==> src/rtl/seg_display_sequencer_if.sv <==
// Bundle between the datapath, the display sequencer and the seven-segment driver.
// The master drives the sources and controls. The slave is the sequencer.
interface seg_display_sequencer_if;
   logic [127:0] src_data;
   logic [3:0]   src_valid;
   logic         btn_next;
   logic         auto_en;
   logic         freeze;
   logic [31:0]  displayed_number;
   logic         p;
   logic [1:0]   cur_src;
   logic         active;

   modport master (
      output src_data, src_valid, btn_next, auto_en, freeze,
      input  displayed_number, p, cur_src, active
   );

   modport slave (
      input  src_data, src_valid, btn_next, auto_en, freeze,
      output displayed_number, p, cur_src, active
   );
endinterface

==> src/rtl/seg_display_sequencer.sv <==
// Shares the 4-digit seven-segment display between up to four 32-bit sources.
// Each source is shown as a high page and then a low page.
// A page advances on a dwell timer or on a debounced button press.
// The word is snapshotted on reload so that both halves come from the same value.
module seg_display_sequencer #(
   parameter int unsigned DWELL_CYCLES    = 200_000_000,
   parameter int unsigned DEBOUNCE_CYCLES = 1_000_000
) (
   input logic                    clock_100Mhz,
   input logic                    reset,
   seg_display_sequencer_if.slave bus
);

   localparam int unsigned DwellW = (DWELL_CYCLES > 2) ? $clog2(DWELL_CYCLES) : 1;
   localparam int unsigned DebW   = (DEBOUNCE_CYCLES > 1) ? $clog2(DEBOUNCE_CYCLES) : 1;

   typedef enum logic [1:0] {StIdle, StShowHi, StShowLo} state_e;

   state_e              state_q, state_d;
   logic [31:0]         disp_q, disp_d;
   logic [1:0]          cur_src_q, cur_src_d;
   logic                p_q, active_q;
   logic                btn_meta_q, btn_sync_q;
   logic                btn_deb_q, btn_deb_d, btn_deb_prev_q;
   logic [DebW-1:0]     deb_cnt_q, deb_cnt_d;
   logic                adv_btn_q;
   logic [DwellW-1:0]   dwell_cnt_q, dwell_cnt_d;
   logic                adv_tmr, adv, page_change;
   logic [1:0]          first_src, next_src;
   logic [31:0]         src_word [4];

   // Synchronizer, debounced level and rising-edge pulse of the button.
   // An edge seen while frozen is dropped rather than held back.
   always_ff @(posedge clock_100Mhz or posedge reset) begin
      if (reset) begin
         btn_meta_q     <= 1'b0;
         btn_sync_q     <= 1'b0;
         btn_deb_q      <= 1'b0;
         btn_deb_prev_q <= 1'b0;
         deb_cnt_q      <= '0;
         adv_btn_q      <= 1'b0;
      end else begin
         btn_meta_q     <= bus.btn_next;
         btn_sync_q     <= btn_meta_q;
         btn_deb_q      <= btn_deb_d;
         btn_deb_prev_q <= btn_deb_q;
         deb_cnt_q      <= deb_cnt_d;
         adv_btn_q      <= btn_deb_q & ~btn_deb_prev_q & ~bus.freeze;
      end
   end

   // Accept the synchronized level once it has differed for DEBOUNCE_CYCLES cycles in a row.
   always_comb begin
      deb_cnt_d = deb_cnt_q;
      btn_deb_d = btn_deb_q;
      if (btn_sync_q == btn_deb_q) begin
         deb_cnt_d = '0;
      end else if (deb_cnt_q == DebW'(DEBOUNCE_CYCLES - 1)) begin
         btn_deb_d = btn_sync_q;
         deb_cnt_d = '0;
      end else begin
         deb_cnt_d = deb_cnt_q + DebW'(1);
      end
   end

   // Advance requests. A simultaneous button pulse and timer pulse give a single advance.
   always_comb begin
      adv_tmr = bus.auto_en & ~bus.freeze & (state_q != StIdle) &
                (dwell_cnt_q == DwellW'(DWELL_CYCLES - 1));
      adv     = (adv_btn_q | adv_tmr) & ~bus.freeze;
   end

   // Source selection: the lowest valid index for an IDLE exit.
   // For a page advance, the next valid index after cur_src, wrapping back to cur_src itself.
   always_comb begin
      logic [1:0] idx;
      logic       found;
      for (int k = 0; k < 4; k++) begin
         src_word[k] = bus.src_data[32*k +: 32];
      end
      first_src = 2'd0;
      for (int k = 3; k >= 0; k--) begin
         if (bus.src_valid[k]) first_src = 2'(k);
      end
      next_src = cur_src_q;
      found    = 1'b0;
      idx      = cur_src_q;
      for (int k = 1; k <= 4; k++) begin
         idx = cur_src_q + 2'(k);
         if (!found && bus.src_valid[idx]) begin
            next_src = idx;
            found    = 1'b1;
         end
      end
   end

   // Page FSM next-state logic. Losing the shown source forces an advance even while frozen.
   always_comb begin
      state_d     = state_q;
      disp_d      = disp_q;
      cur_src_d   = cur_src_q;
      page_change = 1'b0;
      case (state_q)
         StIdle: begin
            if (|bus.src_valid) begin
               disp_d      = src_word[first_src];
               cur_src_d   = first_src;
               state_d     = StShowHi;
               page_change = 1'b1;
            end
         end
         StShowHi, StShowLo: begin
            if (!bus.src_valid[cur_src_q]) begin
               page_change = 1'b1;
               if (|bus.src_valid) begin
                  disp_d    = src_word[next_src];
                  cur_src_d = next_src;
                  state_d   = StShowHi;
               end else begin
                  state_d   = StIdle;
               end
            end else if (adv) begin
               page_change = 1'b1;
               if (state_q == StShowHi) begin
                  state_d = StShowLo;
               end else begin
                  disp_d    = src_word[next_src];
                  cur_src_d = next_src;
                  state_d   = StShowHi;
               end
            end
         end
         default: state_d = StIdle;
      endcase
   end

   // Dwell count: cleared on any page change, while idle and while auto mode is off; held while frozen.
   always_comb begin
      dwell_cnt_d = dwell_cnt_q;
      if (!bus.auto_en || page_change || state_q == StIdle) begin
         dwell_cnt_d = '0;
      end else if (!bus.freeze) begin
         dwell_cnt_d = dwell_cnt_q + DwellW'(1);
      end
   end

   // State, snapshot and registered outputs.
   always_ff @(posedge clock_100Mhz or posedge reset) begin
      if (reset) begin
         state_q     <= StIdle;
         disp_q      <= '0;
         cur_src_q   <= 2'd0;
         p_q         <= 1'b0;
         active_q    <= 1'b0;
         dwell_cnt_q <= '0;
      end else begin
         state_q     <= state_d;
         disp_q      <= disp_d;
         cur_src_q   <= cur_src_d;
         p_q         <= (state_d == StShowHi);
         active_q    <= (state_d != StIdle);
         dwell_cnt_q <= dwell_cnt_d;
      end
   end

   assign bus.displayed_number = disp_q;
   assign bus.p                = p_q;
   assign bus.cur_src          = cur_src_q;
   assign bus.active           = active_q;

endmodule
==> src/flat_wrapper.sv <==
// flat-port wrapper written by rule: the top's interface ports become plain ports
module seg_display_sequencer_flat 
#(
   parameter int unsigned DWELL_CYCLES    = 200_000_000,
   parameter int unsigned DEBOUNCE_CYCLES = 1_000_000
)
  (clock_100Mhz, reset, bus_src_data, bus_src_valid, bus_btn_next, bus_auto_en, bus_freeze, bus_displayed_number, bus_p, bus_cur_src, bus_active);
  seg_display_sequencer_if bus_i ();
  input logic clock_100Mhz;
  input logic reset;
  input wire logic [$bits(bus_i.src_data)-1:0] bus_src_data;
  input wire logic [$bits(bus_i.src_valid)-1:0] bus_src_valid;
  input wire logic [$bits(bus_i.btn_next)-1:0] bus_btn_next;
  input wire logic [$bits(bus_i.auto_en)-1:0] bus_auto_en;
  input wire logic [$bits(bus_i.freeze)-1:0] bus_freeze;
  output wire logic [$bits(bus_i.displayed_number)-1:0] bus_displayed_number;
  output wire logic [$bits(bus_i.p)-1:0] bus_p;
  output wire logic [$bits(bus_i.cur_src)-1:0] bus_cur_src;
  output wire logic [$bits(bus_i.active)-1:0] bus_active;
  assign bus_i.src_data = bus_src_data;
  assign bus_i.src_valid = bus_src_valid;
  assign bus_i.btn_next = bus_btn_next;
  assign bus_i.auto_en = bus_auto_en;
  assign bus_i.freeze = bus_freeze;
  assign bus_displayed_number = bus_i.displayed_number;
  assign bus_p = bus_i.p;
  assign bus_cur_src = bus_i.cur_src;
  assign bus_active = bus_i.active;
  seg_display_sequencer #(.DWELL_CYCLES(DWELL_CYCLES), .DEBOUNCE_CYCLES(DEBOUNCE_CYCLES)) u_core (.clock_100Mhz(clock_100Mhz), .reset(reset), .bus(bus_i));
endmodule
==> config.mk <==
export PLATFORM = sky130hd
export DESIGN_NAME = seg_display_sequencer_flat
export DESIGN_NICKNAME = d
export VERILOG_FILES = /design/src/rtl/seg_display_sequencer_if.sv /design/src/rtl/seg_display_sequencer.sv /design/src/flat_wrapper.sv
export SDC_FILE = /design/constraint.sdc
export NUM_CORES = 1
export LEC_CHECK = 0
export BUFFER_PORTS_ARGS = -buffer_cell sky130_fd_sc_hd__buf_4
export CORE_MARGIN = 3
export CORE_UTILIZATION = 50
export CTS_BUF_LIST = sky130_fd_sc_hd__clkbuf_4 sky130_fd_sc_hd__clkbuf_8
export CTS_CLUSTER_DIAMETER = 150
export DETAILED_ROUTE_END_ITERATION = 16
export PLACE_DENSITY = 0.77
export SYNTH_ARGS = -nofsm -noshare
export SYNTH_HDL_FRONTEND = slang
export SYNTH_SLANG_ARGS = --single-unit
==> constraint.sdc <==
create_clock -name clock_100Mhz -period 5 [get_ports clock_100Mhz]
set_input_delay 1 -clock clock_100Mhz [delete_from_list [all_inputs] [get_ports clock_100Mhz]]
set_output_delay 1 -clock clock_100Mhz [all_outputs]
set_load 0.005 [all_outputs]
# [Yosys cells after proc, flatten, opt, wreduce, memory -nomap -nowiden]
# Cells that the tools add are included.
[classes] shifts=0 div=0 eq_ne=11 bitwise=12 n_addsub=5 mul=0 n_mux=51 order_cmp=6 reduce_logical=17
[ops] cell="2-to-1 mux 32 bit" count=9
[ops] cell="binary-select mux 32 bit (select 2 bit)" count=2
[ops] cell="case mux 32 bit (2 select lines)" count=1
[ops] cell="2-to-1 mux 28 bit" count=2
[ops] cell="2-to-1 mux 20 bit" count=2
[ops] cell="2-to-1 mux 2 bit" count=17
[ops] cell="adder 28 x 1 -> 28 bit, second input constant" count=1
[ops] cell="== test 28 bit, second input constant" count=1
[ops] cell="adder 20 x 1 -> 20 bit, second input constant" count=1
[ops] cell="== test 20 bit, second input constant" count=1
[ops] cell="less-than comparator 2 x 3 -> 1 bit, second input constant" count=4
[ops] cell="2-to-1 mux 1 bit" count=11
[ops] cell="binary-select mux 1 bit (select 2 bit)" count=4
[ops] cell="case mux 2 bit (2 select lines)" count=2
[ops] cell="AND 1 bit" count=6
[ops] cell="greater-or-equal comparator 3 bit, second input constant" count=2
[ops] cell="inverter 2 -> 3 bit" count=2
[ops] cell="nonzero test 2 bit" count=3
[ops] cell="AND reduction 5 bit" count=1
[ops] cell="adder 2 bit, second input constant" count=2
[ops] cell="== test 2 x 1 -> 1 bit, second input constant" count=2
[ops] cell="zero test 1 bit" count=4
[ops] cell="inequality test 2 x 1 -> 1 bit, second input constant" count=2
[ops] cell="OR reduction 4 bit" count=1
[ops] cell="14 further kinds" count=19
[totals] register_bits=91 ramBits=0 output_inout_bits=36 mem_count=0 word_cells=114 mem_bits_ro=0 latch_bits=0 inputBits=137

# [Longest topological paths before layout]
[depth] ltp_word=21 ltp_mapped=10 ltp_nobuf=8

# [Least setup slack after synthesis]
# No wires, ideal clock.
[synth_timing] path_type="input -> register" startpoint="input port bus_src_valid[1]" endpoint="register u_core.disp_q[14], in the netlist u_core.bus.displayed_number[14]" arrival_time_ps=2604 cell_stages=7 setup_time_ps=121 required_time_ps=4879 setup_slack_ps=2275 n_path_buf=2 cell_sequence="buf_2 -> nor3_2 -> buf_2 -> mux2_2 -> a222oi_1 -> o22ai_1 -> o22a_1"
[synth_between] elab_chain_len=20
[synth_rtl] item="start, declared" line="flat_wrapper.sv:12" source="input wire logic [$bits(bus_i.src_valid)-1:0] bus_src_valid;"
[synth_rtl] item="binary-select mux 1 bit (select 2 bit)" line="seg_display_sequencer.sv:90" source="if (!found && bus.src_valid[idx]) begin"
[synth_rtl] item="2-to-1 mux 1 bit (implied by the code)" line="seg_display_sequencer.sv:90"
[synth_rtl] item="2-to-1 mux 1 bit" line="seg_display_sequencer.sv:90"
[synth_rtl] item="zero test 1 bit" line="seg_display_sequencer.sv:90"
[synth_rtl] item="logical AND 1 bit" line="seg_display_sequencer.sv:90"
[synth_rtl] item="2-to-1 mux 1 bit" line="seg_display_sequencer.sv:90"
[synth_rtl] item="zero test 1 bit" line="seg_display_sequencer.sv:90"
[synth_rtl] item="logical AND 1 bit" line="seg_display_sequencer.sv:90"
[synth_rtl] item="[... 3 more ...]"
[synth_rtl] item="2-to-1 mux 2 bit" line="seg_display_sequencer.sv:90"
[synth_rtl] item="inverter 2 -> 3 bit (implied by the code)" line="seg_display_sequencer.sv:116, seg_display_sequencer.sv:127"
[synth_rtl] item="binary-select mux 32 bit (select 2 bit)" line="seg_display_sequencer.sv:116, seg_display_sequencer.sv:127"
[synth_rtl] item="2-to-1 mux 32 bit (implied by the code) (2 in a row)" line="seg_display_sequencer.sv:116, seg_display_sequencer.sv:127"
[synth_rtl] item="2-to-1 mux 32 bit" line="seg_display_sequencer.sv:124" source="if (state_q == StShowHi) begin"
[synth_rtl] item="2-to-1 mux 32 bit" line="seg_display_sequencer.sv:122" source="end else if (adv) begin"
[synth_rtl] item="2-to-1 mux 32 bit" line="seg_display_sequencer.sv:113" source="if (!bus.src_valid[cur_src_q]) begin"
[synth_rtl] item="case mux 32 bit (2 select lines)" line="seg_display_sequencer.sv:103" source="case (state_q)"
[synth_rtl] item="end signal, assigned" line="seg_display_sequencer.sv:158" source="disp_q <= disp_d;"
[synth_rtl] item="end, declared" line="seg_display_sequencer.sv:20" source="logic [31:0] disp_q, disp_d;"
# Parallel ways exist; a longest one is shown, timed or not. The select of a mux whose other input is x is not followed.
# A chain may end at the register's enable or synchronous reset.

# [Worst setup path in the final report]
[layout_timing] startpoint="input port bus_src_valid[3]" endpoint="register u_core.disp_q[22], in the netlist u_core.bus.displayed_number[22]"
# Same word-level chain as after synthesis.

==> qor.yml <==
drt_wl_total_mm: 17.30
nets: 904
cts_htree_levels: 3
path_cells: "buf_4, mux4_2, a221oi_2, o31a_2, o21ai_0, o22a_1"
netlist.top_cell.by_area: "dfrtp_1"
synth_edf_count: 0
finalClockSkew_ps: 12.25
drive_gt1_frac: 0.3198
ant_nets: 0
fin_ws_ps: 1697
setup_violations: 0
numPortBuffers: 172
ctsRootBufferMaster: "clkbuf_8"
relSlewSlack: 0.1221
ys_seq_area_frac: 0.3742
synth_most_common_cell: "dfrtp_1"
ys.flop_type: "dfrtp_1"
rows: 39
drtIter0Drc: 597
cts_made_buffers: 9
worstMarginPinSlew_ps: 1315
wl_per_cell_um: 19.03
r2r.worst_path.cells: 9
synth_cell_types: 51
pre_cts_ws_ps: 1336
synth_area_leaders: "dfrtp_1, mux2i_1, mux2_2, a222oi_1, o22a_1"
worstHoldPathCells: 0
antenna_found_initial: 0
status: "finished clean"
cts_max_path_buffers: 2
syn-cell-area_um2: 6086
clkLatencyLatePin_ps: 360
grt.overflow.total: 0
cp_slowest_cell: "o31a_2"
ctsHoldBuffers: 0
crit_path_start_kind: "input pin"
ys_top_cells_by_count: "dfrtp_1, mux2i_1, nor2_1"
syn_to_final_growth_pct: 24.67
worst-path-stages: 6
grt_pass1_vias: 5657
path_class: "in2reg"
clkSlewWorstSetupHoldPaths_ps: 100
io_pins: 173
dp_hpwl_mm: 12.31
max_stage_delay_ps: 960
hold_viol_final: 0
clock-sinks: 91
dieWidth_um: 116.3
hold_ws_ps: 384.9
cap_viol_max_count: 0
ys_ff_latch: 91
cts_resized: 0
track_usage: 0.2452
die_y_um: 116.3
slew_violations: 0
worstPathRequired_ps: 5260
cp_num_buf_inv: 1
synth_top_area_frac: 0.3742
cts_tree: "built"
ys.warnings.count: 0
final_util: 0.6506
cp_top_family: "compound AO/OA/AOI/OAI gates"
num_vias: 5640
end_kind: "flip-flop"
ir_drop_mv: 0.2865
async_flop_share: 1.000
routabilityCongestion: 0.8853
p_leak_nw: 3.397
fillers: 950
postSynthAreaPerCell_um2: 9.912
core_region_area_um2: 11660
rsz0062_at_grt: "no"
max_freq_mhz: 302.7
grt_pass1_wl_mm: 26.75
cp.arrival_ps: 3560
period_minus_slack_ps: 3303
synthCells: 614
drc: 0
dp.cells: 893
post-route-period-util: 0.6607
via_per_inst: 6.205
syn_nets: 757
worstPathMaxFanout: 67
postCtsSetupRepairBufs: 0
powerDensity_nw_per_um2: 442.8
final_cells: 909
setup_tns_ps: 0
first_pass_iters: 6
min_path_type: "reg2reg"
grt_start_max_net_pins: 68
n_antenna_cell: 0
initial_core_util: 0.5218
die_area_um2: 13530
[stage by stage]
| step | power (mW) | area [um^2] |
|---|---|---|
| after floorplan | 2.307 | 6086 |
| after global placement | 2.767 | 7390 |
| after detailed placement | 2.849 | 7390 |
| after CTS | 3.361 | 7587 |
| after global routing | 3.583 | 7587 |
| final | 3.359 | 7587 |
[cell families (layout without fill, tap and decap cells)]
family / Yosys count / in the layout / share of synthesized area
AO/OA/AOI/OAI: 155 / 155 / 0.1902
buffers and inverters: 58 / 210 / 0.04996
XOR/XNOR: 44 / 44 / 0.06332
adder cells (fa/ha/maj): 6 / 6 / 0.01234
multiplexers: 102 / 102 / 0.1768
flip-flops: 91 / 91 / 0.3742
AND/OR/NAND/NOR: 158 / 158 / 0.1332
[sequential cells by signal, summed over array words and instances, names as in the netlist]
signal                       flops
u_core.bus.displayed_number     32
u_core.btn_sync_q                1
u_core.bus.p                     1
u_core.deb_cnt_q                20
u_core.btn_meta_q                1
u_core.btn_deb_q                 1
u_core.bus.cur_src               2
u_core.dwell_cnt_q              28
u_core.btn_deb_prev_q            1
u_core.adv_btn_q                 1
u_core.bus.active                1
u_core.state_q                   2
[power breakdown]
group	switching [mW]	total, mW	internal [mW]
registers	0.120	1.03	0.910
logic	0.940	1.82	0.876
clock network	0.278	0.513	0.235
[layer usage]
metal	up-vias	GRT usage	wire length [um]
met4	0	0.1029	584
li1	2628	-	-
met5	-	0	0
met1	2715	0.3153	6986
met3	49	0.04301	1084
met2	248	0.4085	8645
[final timing paths]
| check | start | end | slack (ps) |
|---|---|---|---|
| max in group asynchronous | reset | u_core.deb_cnt_q[12] | 3180 |
| hold / removal | u_core.btn_meta_q | u_core.btn_sync_q | 380 |
| setup reg to reg | u_core.state_q[0] | u_core.bus.displayed_number[22] | 1710 |
| min in group asynchronous | reset | u_core.bus.active | 790 |
| setup / recovery | bus_src_valid[3] | u_core.bus.displayed_number[22] | 1700 |
| hold reg to reg | u_core.btn_meta_q | u_core.btn_sync_q | 380 |
[cell usage in the layout, fill, tap and decap left out, drive strengths merged, types with 9 or more instances in the layout]
cell type  instances
o22a              32
clkbuf             9
nor2              62
buf              180
xor2              29
mux2i             67
o22ai             33
o21ai             42
nand2             23
nor3              10
nand3             16
mux2              34
nand4             12
a222oi            33
dfrtp             91
xnor2             15
inv               16
[final cells by class]
type | count | area [um^2] | share of cell area
timing repair buffer | 180 | 1351 | 0.1781
sequential | 91 | 2277 | 0.3001
inverter | 14 | 53.80 | 0.007091
tap | 143 | 178.9 | 0.02358
clock inverter | 7 | 73.82 | 0.009730
multi-input combinational | 465 | 3528 | 0.4650
clock buffer | 9 | 123.9 | 0.01633
[worst register-to-register path, cell delays in order, from the launching register on]
cell,delay (ps)
dfrtp_1,450
inv_1,70
ha_1,290
buf_4,270
inv_1,200
o21bai_1,120
a221oi_2,250
o31a_2,960
o21ai_0,330
o22a_1,250
(Power assumes the default switching activity.)
